## config.mk

```make
export PLATFORM = sky130hd
export DESIGN_NAME = bep_manchester_encode
export DESIGN_NICKNAME = d
export VERILOG_FILES = /design/src/rtl/bep_pkg.sv /design/src/rtl/bep_half_bit_timer.sv /design/src/rtl/bep_manchester_encode.sv
export SDC_FILE = /design/constraint.sdc
export NUM_CORES = 1
export LEC_CHECK = 0
export CAP_MARGIN = 0
export CORE_MARGIN = 4
export CORE_UTILIZATION = 55
export CTS_CLUSTER_SIZE = 12
export DETAILED_ROUTE_END_ITERATION = 6
export PLACE_DENSITY_LB_ADDON = 0.3
export REMOVE_ABC_BUFFERS = 1
export SLEW_MARGIN = 20
export SYNTH_ARGS = -nofsm -noshare
export SYNTH_HDL_FRONTEND = slang
export SYNTH_SLANG_ARGS = --single-unit
export TNS_END_PERCENT = 10
```

## constraint.sdc

```tcl
create_clock -name clk -period 2.35 [get_ports clk]
set_input_delay 0.3525 -clock clk [delete_from_list [all_inputs] [get_ports clk]]
set_output_delay 0.3525 -clock clk [all_outputs]
set_load 0.05 [all_outputs]
```

## src/rtl/bep_pkg.sv

```systemverilog
// Shared BEP link definitions: frame constants, field offsets and transmit FSM encodings.
// Field offsets are bit positions within the 192-bit frame (bit 191 is sent first).
package bep_pkg;

    localparam int FRAME_BITS = 192;
    localparam int HALF_BITS  = 2 * FRAME_BITS;

    localparam logic [31:0] KNOWN_PREAMBLE = 32'hAAAAAAAA;
    localparam logic [15:0] KNOWN_TYPE_12  = 16'hD391;
    localparam logic [31:0] KNOWN_CONSTANT = 32'h0DFFFFFE;

    localparam int OFS_PREAMBLE = 160;
    localparam int OFS_TYPE_1   = 144;
    localparam int OFS_ID       = 112;
    localparam int OFS_TYPE_2   = 96;
    localparam int OFS_ROOM     = 80;
    localparam int OFS_SET      = 64;
    localparam int OFS_STATE    = 56;
    localparam int OFS_CONSTANT = 24;
    localparam int OFS_TAIL_1   = 16;
    localparam int OFS_TAIL_2   = 8;
    localparam int OFS_TAIL_3   = 0;

    localparam logic [7:0] LAST_BIT_IDX = 8'(FRAME_BITS - 1);

`ifdef BEP_TX_REPEAT_EN
    typedef enum logic [1:0] {
        ST_IDLE = 2'd0,
        ST_SEND = 2'd1,
        ST_GAP  = 2'd2
    } tx_state_t;
`else
    typedef enum logic [1:0] {
        ST_IDLE = 2'd0,
        ST_SEND = 2'd1
    } tx_state_t;
`endif

    function automatic logic [FRAME_BITS-1:0] build_frame(
        input logic [31:0] thermostat_id,
        input logic [15:0] room_temp,
        input logic [15:0] set_temp,
        input logic [7:0]  state,
        input logic [7:0]  tail_1,
        input logic [7:0]  tail_2,
        input logic [7:0]  tail_3
    );
        logic [FRAME_BITS-1:0] f;
        f                      = '0;
        f[OFS_PREAMBLE +: 32]  = KNOWN_PREAMBLE;
        f[OFS_TYPE_1   +: 16]  = KNOWN_TYPE_12;
        f[OFS_ID       +: 32]  = thermostat_id;
        f[OFS_TYPE_2   +: 16]  = KNOWN_TYPE_12;
        f[OFS_ROOM     +: 16]  = room_temp;
        f[OFS_SET      +: 16]  = set_temp;
        f[OFS_STATE    +: 8]   = state;
        f[OFS_CONSTANT +: 32]  = KNOWN_CONSTANT;
        f[OFS_TAIL_1   +: 8]   = tail_1;
        f[OFS_TAIL_2   +: 8]   = tail_2;
        f[OFS_TAIL_3   +: 8]   = tail_3;
        return f;
    endfunction

endpackage

```

## src/rtl/bep_half_bit_timer.sv

```systemverilog
// Half-bit pacing timer: ticks on the last cycle of each HALF_BIT_CYCLES-long half-bit.
// Held at zero while clear is high, so every frame starts from a fresh half-bit.
module bep_half_bit_timer #(
    parameter int HALF_BIT_CYCLES = 16
) (
    input  logic clk,
    input  logic rst_n,
    input  logic clear,
    output logic tick
);

    localparam int W = $clog2(HALF_BIT_CYCLES);
    localparam logic [W-1:0] LAST = W'(HALF_BIT_CYCLES - 1);

    logic [W-1:0] count;

    always_ff @(posedge clk or negedge rst_n) begin
        if (!rst_n) begin
            count <= '0;
        end else if (clear || count == LAST) begin
            count <= '0;
        end else begin
            count <= count + 1'b1;
        end
    end

    assign tick = !clear && (count == LAST);

endmodule

```

## src/rtl/bep_manchester_encode.sv

```systemverilog
// BEP link transmitter: serialises a 192-bit frame MSB first as IEEE 802.3 Manchester code.
// Define BEP_TX_REPEAT_EN to add repeat_cnt, IFG_CYCLES and inter-frame gaps between copies.
module bep_manchester_encode
    import bep_pkg::*;
#(
    parameter int HALF_BIT_CYCLES = 16
`ifdef BEP_TX_REPEAT_EN
    ,
    parameter int IFG_CYCLES = 256
`endif
) (
    input  logic        clk,
    input  logic        rst_n,
    input  logic        start,
    input  logic [31:0] thermostat_id,
    input  logic [15:0] room_temp,
    input  logic [15:0] set_temp,
    input  logic [7:0]  state,
    input  logic [7:0]  tail_1,
    input  logic [7:0]  tail_2,
    input  logic [7:0]  tail_3,
`ifdef BEP_TX_REPEAT_EN
    input  logic [1:0]  repeat_cnt,
`endif
    output logic        manchester_out,
    output logic        busy,
    output logic        done
);

    logic [FRAME_BITS-1:0] frame_in;
    logic [FRAME_BITS-1:0] shreg;
    logic [7:0]            bit_idx;
    logic                  phase;
    logic                  tick;
    tx_state_t             fsm_state;

`ifdef BEP_TX_REPEAT_EN
    localparam int GAP_W = $clog2(IFG_CYCLES + 1);
    localparam logic [GAP_W-1:0] GAP_LAST = GAP_W'(IFG_CYCLES - 1);

    logic [1:0]       rep_left;
    logic [GAP_W-1:0] gap_cnt;
`endif

    assign frame_in = build_frame(thermostat_id, room_temp, set_temp, state,
                                  tail_1, tail_2, tail_3);

    bep_half_bit_timer #(
        .HALF_BIT_CYCLES(HALF_BIT_CYCLES)
    ) u_timer (
        .clk  (clk),
        .rst_n(rst_n),
        .clear(fsm_state != ST_SEND),
        .tick (tick)
    );

    // The shift register rotates rather than shifts, so after 192 bits it holds the
    // captured frame again and a repeated copy needs no second storage register.
    always_ff @(posedge clk or negedge rst_n) begin
        if (!rst_n) begin
            fsm_state      <= ST_IDLE;
            shreg          <= '0;
            bit_idx        <= '0;
            phase          <= 1'b0;
            manchester_out <= 1'b0;
            busy           <= 1'b0;
            done           <= 1'b0;
`ifdef BEP_TX_REPEAT_EN
            rep_left       <= '0;
            gap_cnt        <= '0;
`endif
        end else begin
            done <= 1'b0;
            case (fsm_state)
                ST_IDLE: begin
                    if (start && !busy) begin
                        shreg          <= frame_in;
                        bit_idx        <= LAST_BIT_IDX;
                        phase          <= 1'b0;
                        manchester_out <= ~frame_in[FRAME_BITS-1];
                        busy           <= 1'b1;
                        fsm_state      <= ST_SEND;
`ifdef BEP_TX_REPEAT_EN
                        rep_left       <= repeat_cnt;
`endif
                    end
                end

                ST_SEND: begin
                    if (tick) begin
                        if (!phase) begin
                            phase          <= 1'b1;
                            manchester_out <= shreg[FRAME_BITS-1];
                        end else begin
                            phase <= 1'b0;
                            shreg <= {shreg[FRAME_BITS-2:0], shreg[FRAME_BITS-1]};
                            if (bit_idx != 8'd0) begin
                                bit_idx        <= bit_idx - 8'd1;
                                manchester_out <= ~shreg[FRAME_BITS-2];
                            end else begin
                                manchester_out <= 1'b0;
`ifdef BEP_TX_REPEAT_EN
                                if (rep_left != 2'd0) begin
                                    rep_left  <= rep_left - 2'd1;
                                    gap_cnt   <= '0;
                                    fsm_state <= ST_GAP;
                                end else begin
                                    busy      <= 1'b0;
                                    done      <= 1'b1;
                                    fsm_state <= ST_IDLE;
                                end
`else
                                busy      <= 1'b0;
                                done      <= 1'b1;
                                fsm_state <= ST_IDLE;
`endif
                            end
                        end
                    end
                end

`ifdef BEP_TX_REPEAT_EN
                ST_GAP: begin
                    if (gap_cnt == GAP_LAST) begin
                        bit_idx        <= LAST_BIT_IDX;
                        phase          <= 1'b0;
                        manchester_out <= ~shreg[FRAME_BITS-1];
                        fsm_state      <= ST_SEND;
                    end else begin
                        gap_cnt <= gap_cnt + 1'b1;
                    end
                end
`endif

                default: begin
                    manchester_out <= 1'b0;
                    busy           <= 1'b0;
                    fsm_state      <= ST_IDLE;
                end
            endcase
        end
    end

endmodule

```

# Yosys cells after proc, flatten, opt, wreduce, memory -nomap -nowiden

Cells that the tools add are included.

Output and inout bits: 3
Register bits: 210
Input port bits: 99
Logic and storage cells: 64

Add/sub/neg operators: 2
Bitwise operators: 1
Reductions and logical operators: 13
Multiplexer cells: 32
Equality and inequality tests: 8

Operators with widths:

| operator              | count |
|---|---|
| $mux W192             | 3 |
| $pmux W192 S2         | 1 |
| $mux W8               | 4 |
| $pmux W8 S2           | 1 |
| $mux W1               | 14 |
| $ne A2 B2 Y1 const B  | 5 |
| $mux W2               | 4 |
| $reduce_and A4 Y1     | 2 |
| $reduce_bool A8 Y1    | 1 |
| $sub A8 B1 Y8 const B | 1 |
| $pmux W1 S2           | 3 |
| $reduce_and A5 Y1     | 1 |
| $add A4 B1 Y4 const B | 1 |
| $eq A4 B4 Y1 const B  | 1 |
| $mux W4               | 1 |
| $pmux W2 S2           | 1 |
| $reduce_and A3 Y1     | 1 |
| $eq A2 B1 Y1 const B  | 1 |
| $logic_and A1 B1 Y1   | 2 |
| $logic_not A1 Y1      | 2 |
| $logic_not A2 Y1      | 1 |
| $ne A2 B1 Y1 const B  | 1 |
| $reduce_and A2 Y1     | 1 |
| $reduce_bool A2 Y1    | 1 |
| other kinds (2)       | 2 |

# Logic depth before layout (Yosys ltp)

Gate-level depths: netlist (run 1).

Depth in word-level cells: 5
Depth in mapped cells: 8
Gate-level depth less buffers: 6

# Modules after synthesis

From an unflattened synthesis (run 1), not the netlist that was laid out.

Cell total of the unflattened synthesis: 897
Area, all modules: 8,878.5 um^2

By module, submodules not included:

| module                | sequential area each (um^2) | area each (um^2) | cells an instance | instances |
|---|---|---|---|---|
| bep_manchester_encode | 5,104.9                     | 8,703.3          | 882               | 1 |
| bep_half_bit_timer    | 100.1                       | 175.2            | 15                | 1 |

# Worst setup path after synthesis (run 1)

No wires, ideal clock.

Kind: flip-flop to flip-flop
From: register busy
To: register bit_idx[0]
Library setup time: 0.064 ns
Path slack: 0.519 ns
Required time: 2.286 ns
Stages on the path, launching flop included: 8
Arrival: 1.767 ns
Path buffers: 3
Clock period less this slack: 1.831 ns
Cell sequence: dfrtp_1 -> buf_2 -> and4_4 -> a21oi_4 -> buf_6 -> buf_6 -> a31oi_1 -> a21o_1

Longest elaborated chain between the ends: 4

Ends and longest elaborated chain:

| element                            | RTL line                     | source |
|---|---|---|
| start, declared                    | bep_manchester_encode.sv:26  | `output logic busy,` |
| start signal, assigned             | bep_manchester_encode.sv:66  | `busy <= 1'b0;` |
| start signal, assigned             | bep_manchester_encode.sv:81  | `busy <= 1'b1;` |
| start signal, assigned             | bep_manchester_encode.sv:113 | `busy <= 1'b0;` |
| $logic_not A1 Y1                   | bep_manchester_encode.sv:76  | `if (start && !busy) begin` |
| $logic_and A1 B1 Y1                | bep_manchester_encode.sv:76  |  |
| $ne A2 B2 Y1 (no source line)      | n/a                          |  |
| $reduce_and A5 Y1 (no source line) | n/a                          |  |
| end signal, assigned               | bep_manchester_encode.sv:98  | `bit_idx <= bit_idx - 8'd1;` |
| end, declared                      | bep_manchester_encode.sv:32  | `logic [7:0] bit_idx;` |

Every way passes these cells.
A chain may end at the register's enable or synchronous reset.

# Worst setup path after layout (run 1)

From: register manchester_out
To: output port manchester_out

RTL lines:

| element                | RTL line                    | source |
|---|---|---|
| start, declared        | bep_manchester_encode.sv:25 | `output logic manchester_out,` |
| start signal, assigned | bep_manchester_encode.sv:80 | `manchester_out <= ~frame_in[FRAME_BITS-1];` |
| start signal, assigned | bep_manchester_encode.sv:93 | `manchester_out <= shreg[FRAME_BITS-1];` |
| start signal, assigned | bep_manchester_encode.sv:99 | `manchester_out <= ~shreg[FRAME_BITS-2];` |

No word-level cell between the ends.

==> flow_summary.json, run 1 <==
{
  "outcome": "finished, final reports clean",
  "crit_buf_inv": 1,
  "drt_wl_total_microns": 17700,
  "fp.dieW_microns": 136.1,
  "cts_max_path_buffers": 3,
  "fp.coreArea_sq_um": 16000,
  "clkSinkCount": 208,
  "antenna_found_initial": 0,
  "start_util_pct": 56.39,
  "die_y_microns": 136.1,
  "final-seq-area_sq_um": 5209,
  "syn_inst": 902,
  "overflow": 0,
  "timing.fmax_mhz": 488.4,
  "synth_edf_count": 0,
  "grt_pass1_vias": 6380,
  "cts-root-buf": "clkbuf_16",
  "min_period_over_period_pct": 87.12,
  "setup_viol": 0,
  "syn_area_sq_um": 9022,
  "wl_per_cell_microns": 14.65,
  "critPathTopFamily": "buffers and inverters",
  "min_period_ns": 2.047,
  "htreeDepth": 1,
  "crit_chain": "clkdlybuf4s50_1",
  "worstSetupEndpointType": "output pin",
  "syn_to_final_growth_pct": 21.15,
  "crit_required_ns": 2.00,
  "cap_viol_max_count": 0,
  "hold_path.class": "in -> async",
  "cts_tree": "built",
  "layout-drive-gt1-share_pct": 5.948,
  "num-nets-final": 1085,
  "drc": 0,
  "crit_arrival_ns": 1.69,
  "num_vias": 6452,
  "ys_seq_elements": 208,
  "skew_ns": 0.005791,
  "max_slew.worst_pin.slew_ns": 0.6015,
  "async_flop_share_pct": 100.0,
  "viasPerCell": 5.341,
  "num_rows": 46,
  "ys_warn_count": 0,
  "grt_use_met1_pct": 30.55,
  "cts_made_buffers": 22,
  "hpwlAfterDp_microns": 11090,
  "clk_latency_ns": 0.49,
  "first_iter_violations": 466,
  "grt_max_degree": 83,
  "grt.busiest_layer": "met1",
  "hold_viol_final": 0,
  "n_fill_cell": 1261,
  "cts_setup_buffers": 0,
  "total_power_mw": 7.998,
  "path_class": "reg -> out",
  "rsz0062_at_grt": "false",
  "hold_ws_ns": 0.4061,
  "yosys.area.top_type_share_pct": 57.69,
  "p_leak_nw": 5.423,
  "p_per_area_nw_per_um2": 731.7,
  "dieArea_sq_um": 18520,
  "grt_pass1_wl_microns": 30750,
  "io_pins": 102,
  "ir_drop_uv": 467.2,
  "post_cts_resized": 0,
  "gp_congestion": 0.8133,
  "grtUsageTotal_pct": 20.02,
  "multiInputGateArea_sq_um": 3392,
  "final_antenna_net_count": 0,
  "io_buffers": 101,
  "dr.pass1.iters": 5,
  "ys_top_cells_by_area": "dfrtp_1, mux2i_1, nand2_1, o21ai_0, o21ai_1",
  "drv_slew": 0,
  "synth_flop_cell": "dfrtp_1",
  "clk_pin_slew_worst_paths_ns": 0.06,
  "relSlewSlack_pct": 59.90,
  "yosysSeqAreaShare_pct": 57.69,
  "worstPathMaxFanout": 2,
  "ys_types": 38,
  "syn_avg_cell_area_sq_um": 10.00,
  "antennaDiodeCount": 0,
  "final_util_pct": 68.31,
  "startpoint_type": "flip-flop",
  "cp_slowest_stage_delay_ns": 0.82,
  "synth_top_area_cell": "dfrtp_1",
  "slowest_stage": "clkdlybuf4s50_1",
  "met2_usage_pct": 30.08,
  "use_met3_pct": 3.886
}
-- through the flow --
step | cell area, sq um | TNS, ns | std cells | setup slack (ns)
2_1_floorplan | 8682 | -1118.09 | 838 | -6.013
3_3_place_gp | 10250 | 0 | 1174 | 0.3716
3_5_place_dp | 10250 | 0 | 1174 | 0.3289
4_1_cts | 10930 | 0 | 1208 | 0.2832
5_1_grt | 10930 | 0 | 1208 | 0.1712
6_report | 10930 | 0 | 1208 | 0.3026
-- flip-flops by register name, summed over array words and instances (netlist names) --
register	count
shreg	192
bit_idx	8
u_timer.count	4
busy	1
done	1
manchester_out	1
phase	1
-- logic make-up after synthesis --
group / count (synthesis) / share of synthesized area, %
simple gates: 306 / 14.08
flops: 208 / 57.69
compound gates: 197 / 12.11
mux: 97 / 10.76
buf+inv: 90 / 4.854
fa+ha+maj: 3 / 0.4161
xor+xnor: 1 / 0.09709
-- repair_timing --
| item | CTS | global route |
|---|---|---|
| endpoints found under the setup margin | 0 | 0 |
| hold buffers | 1 | 0 |
| endpoints found under the hold margin | 55 | 0 |
-- report_power, final --
part	internal (mW)	switching [mW]	leakage [nW]
logic	0.358	0.305	2.58
registers	3.89	0.169	2.51
clock network	1.96	1.31	0.332
-- synth_stat cells, drive strengths merged (3+ instances only) --
library cell	instances
o211ai	4
dfrtp	208
nor4	3
nand2	234
mux2i	97
inv	26
a21oi	6
ha	3
buf	41
nor2b	3
o31ai	18
nand3	26
o21ai	143
nand4b	3
nor2	26
a31oi	23
clkbuf	23
-- per-layer routing --
layer  vias to the layer above  routed length (microns)
li1                       3210                        -
met1                      3072                     8553
met2                       143                     7937
met3                        27                      958
met4                         0                      250
met5                         -                        0
-- cell type report --
class / count / share of cell area (%)
clock inverters: 3 / 0.3663
flip-flops and latches: 208 / 47.65
clock buffers: 30 / 5.781
multi-input cells: 604 / 31.03
well taps: 216 / 2.473
repair buffers: 121 / 11.80
inverters: 26 / 0.8929
-- path summary, 6_finish.rpt --
kind / startpoint / endpoint / slack, ns / cells after the start
worst max-delay path: manchester_out / manchester_out / 0.30 / 1
worst min-delay path: rst_n / shreg[185] / 0.41 / 2
worst max register to register: u_timer.count[0] / shreg[167] / 0.39 / 6
worst min register to register: shreg[34] / shreg[35] / 0.46 / 2
max in group asynchronous: rst_n / u_timer.count[0] / 1.24 / 3
min in group clk: shreg[34] / shreg[35] / 0.46 / 2
-- cell usage in the layout (no fill, tap or decap), drive strengths merged, types with 3 or more instances in the layout --
cell and count:
nor2b 3, a31oi 23, nand4b 3, dfrtp 208
o211ai 4, o21ai 143, mux2i 97, a21oi 6
nor2 26, o31ai 18, buf 20, nor4 3
inv 26, ha 3, clkdlybuf4s50 99, nand2 234
nand3 26, clkbuf 31
Power figures use the tool's default switching activity.
==> run 2: changes to the inputs <==
Settings changed: GPL_ROUTABILITY_DRIVEN set to 0.
==> results of run 2 <==
Same layout as run 1: the final DEF is identical, and so are final timing and power.
==> run 3: changes to the inputs <==
Settings changed: HOLD_SLACK_MARGIN set to 0.1.
==> results of run 3 <==
Same layout as run 1: the final DEF is identical, and so are final timing and power.
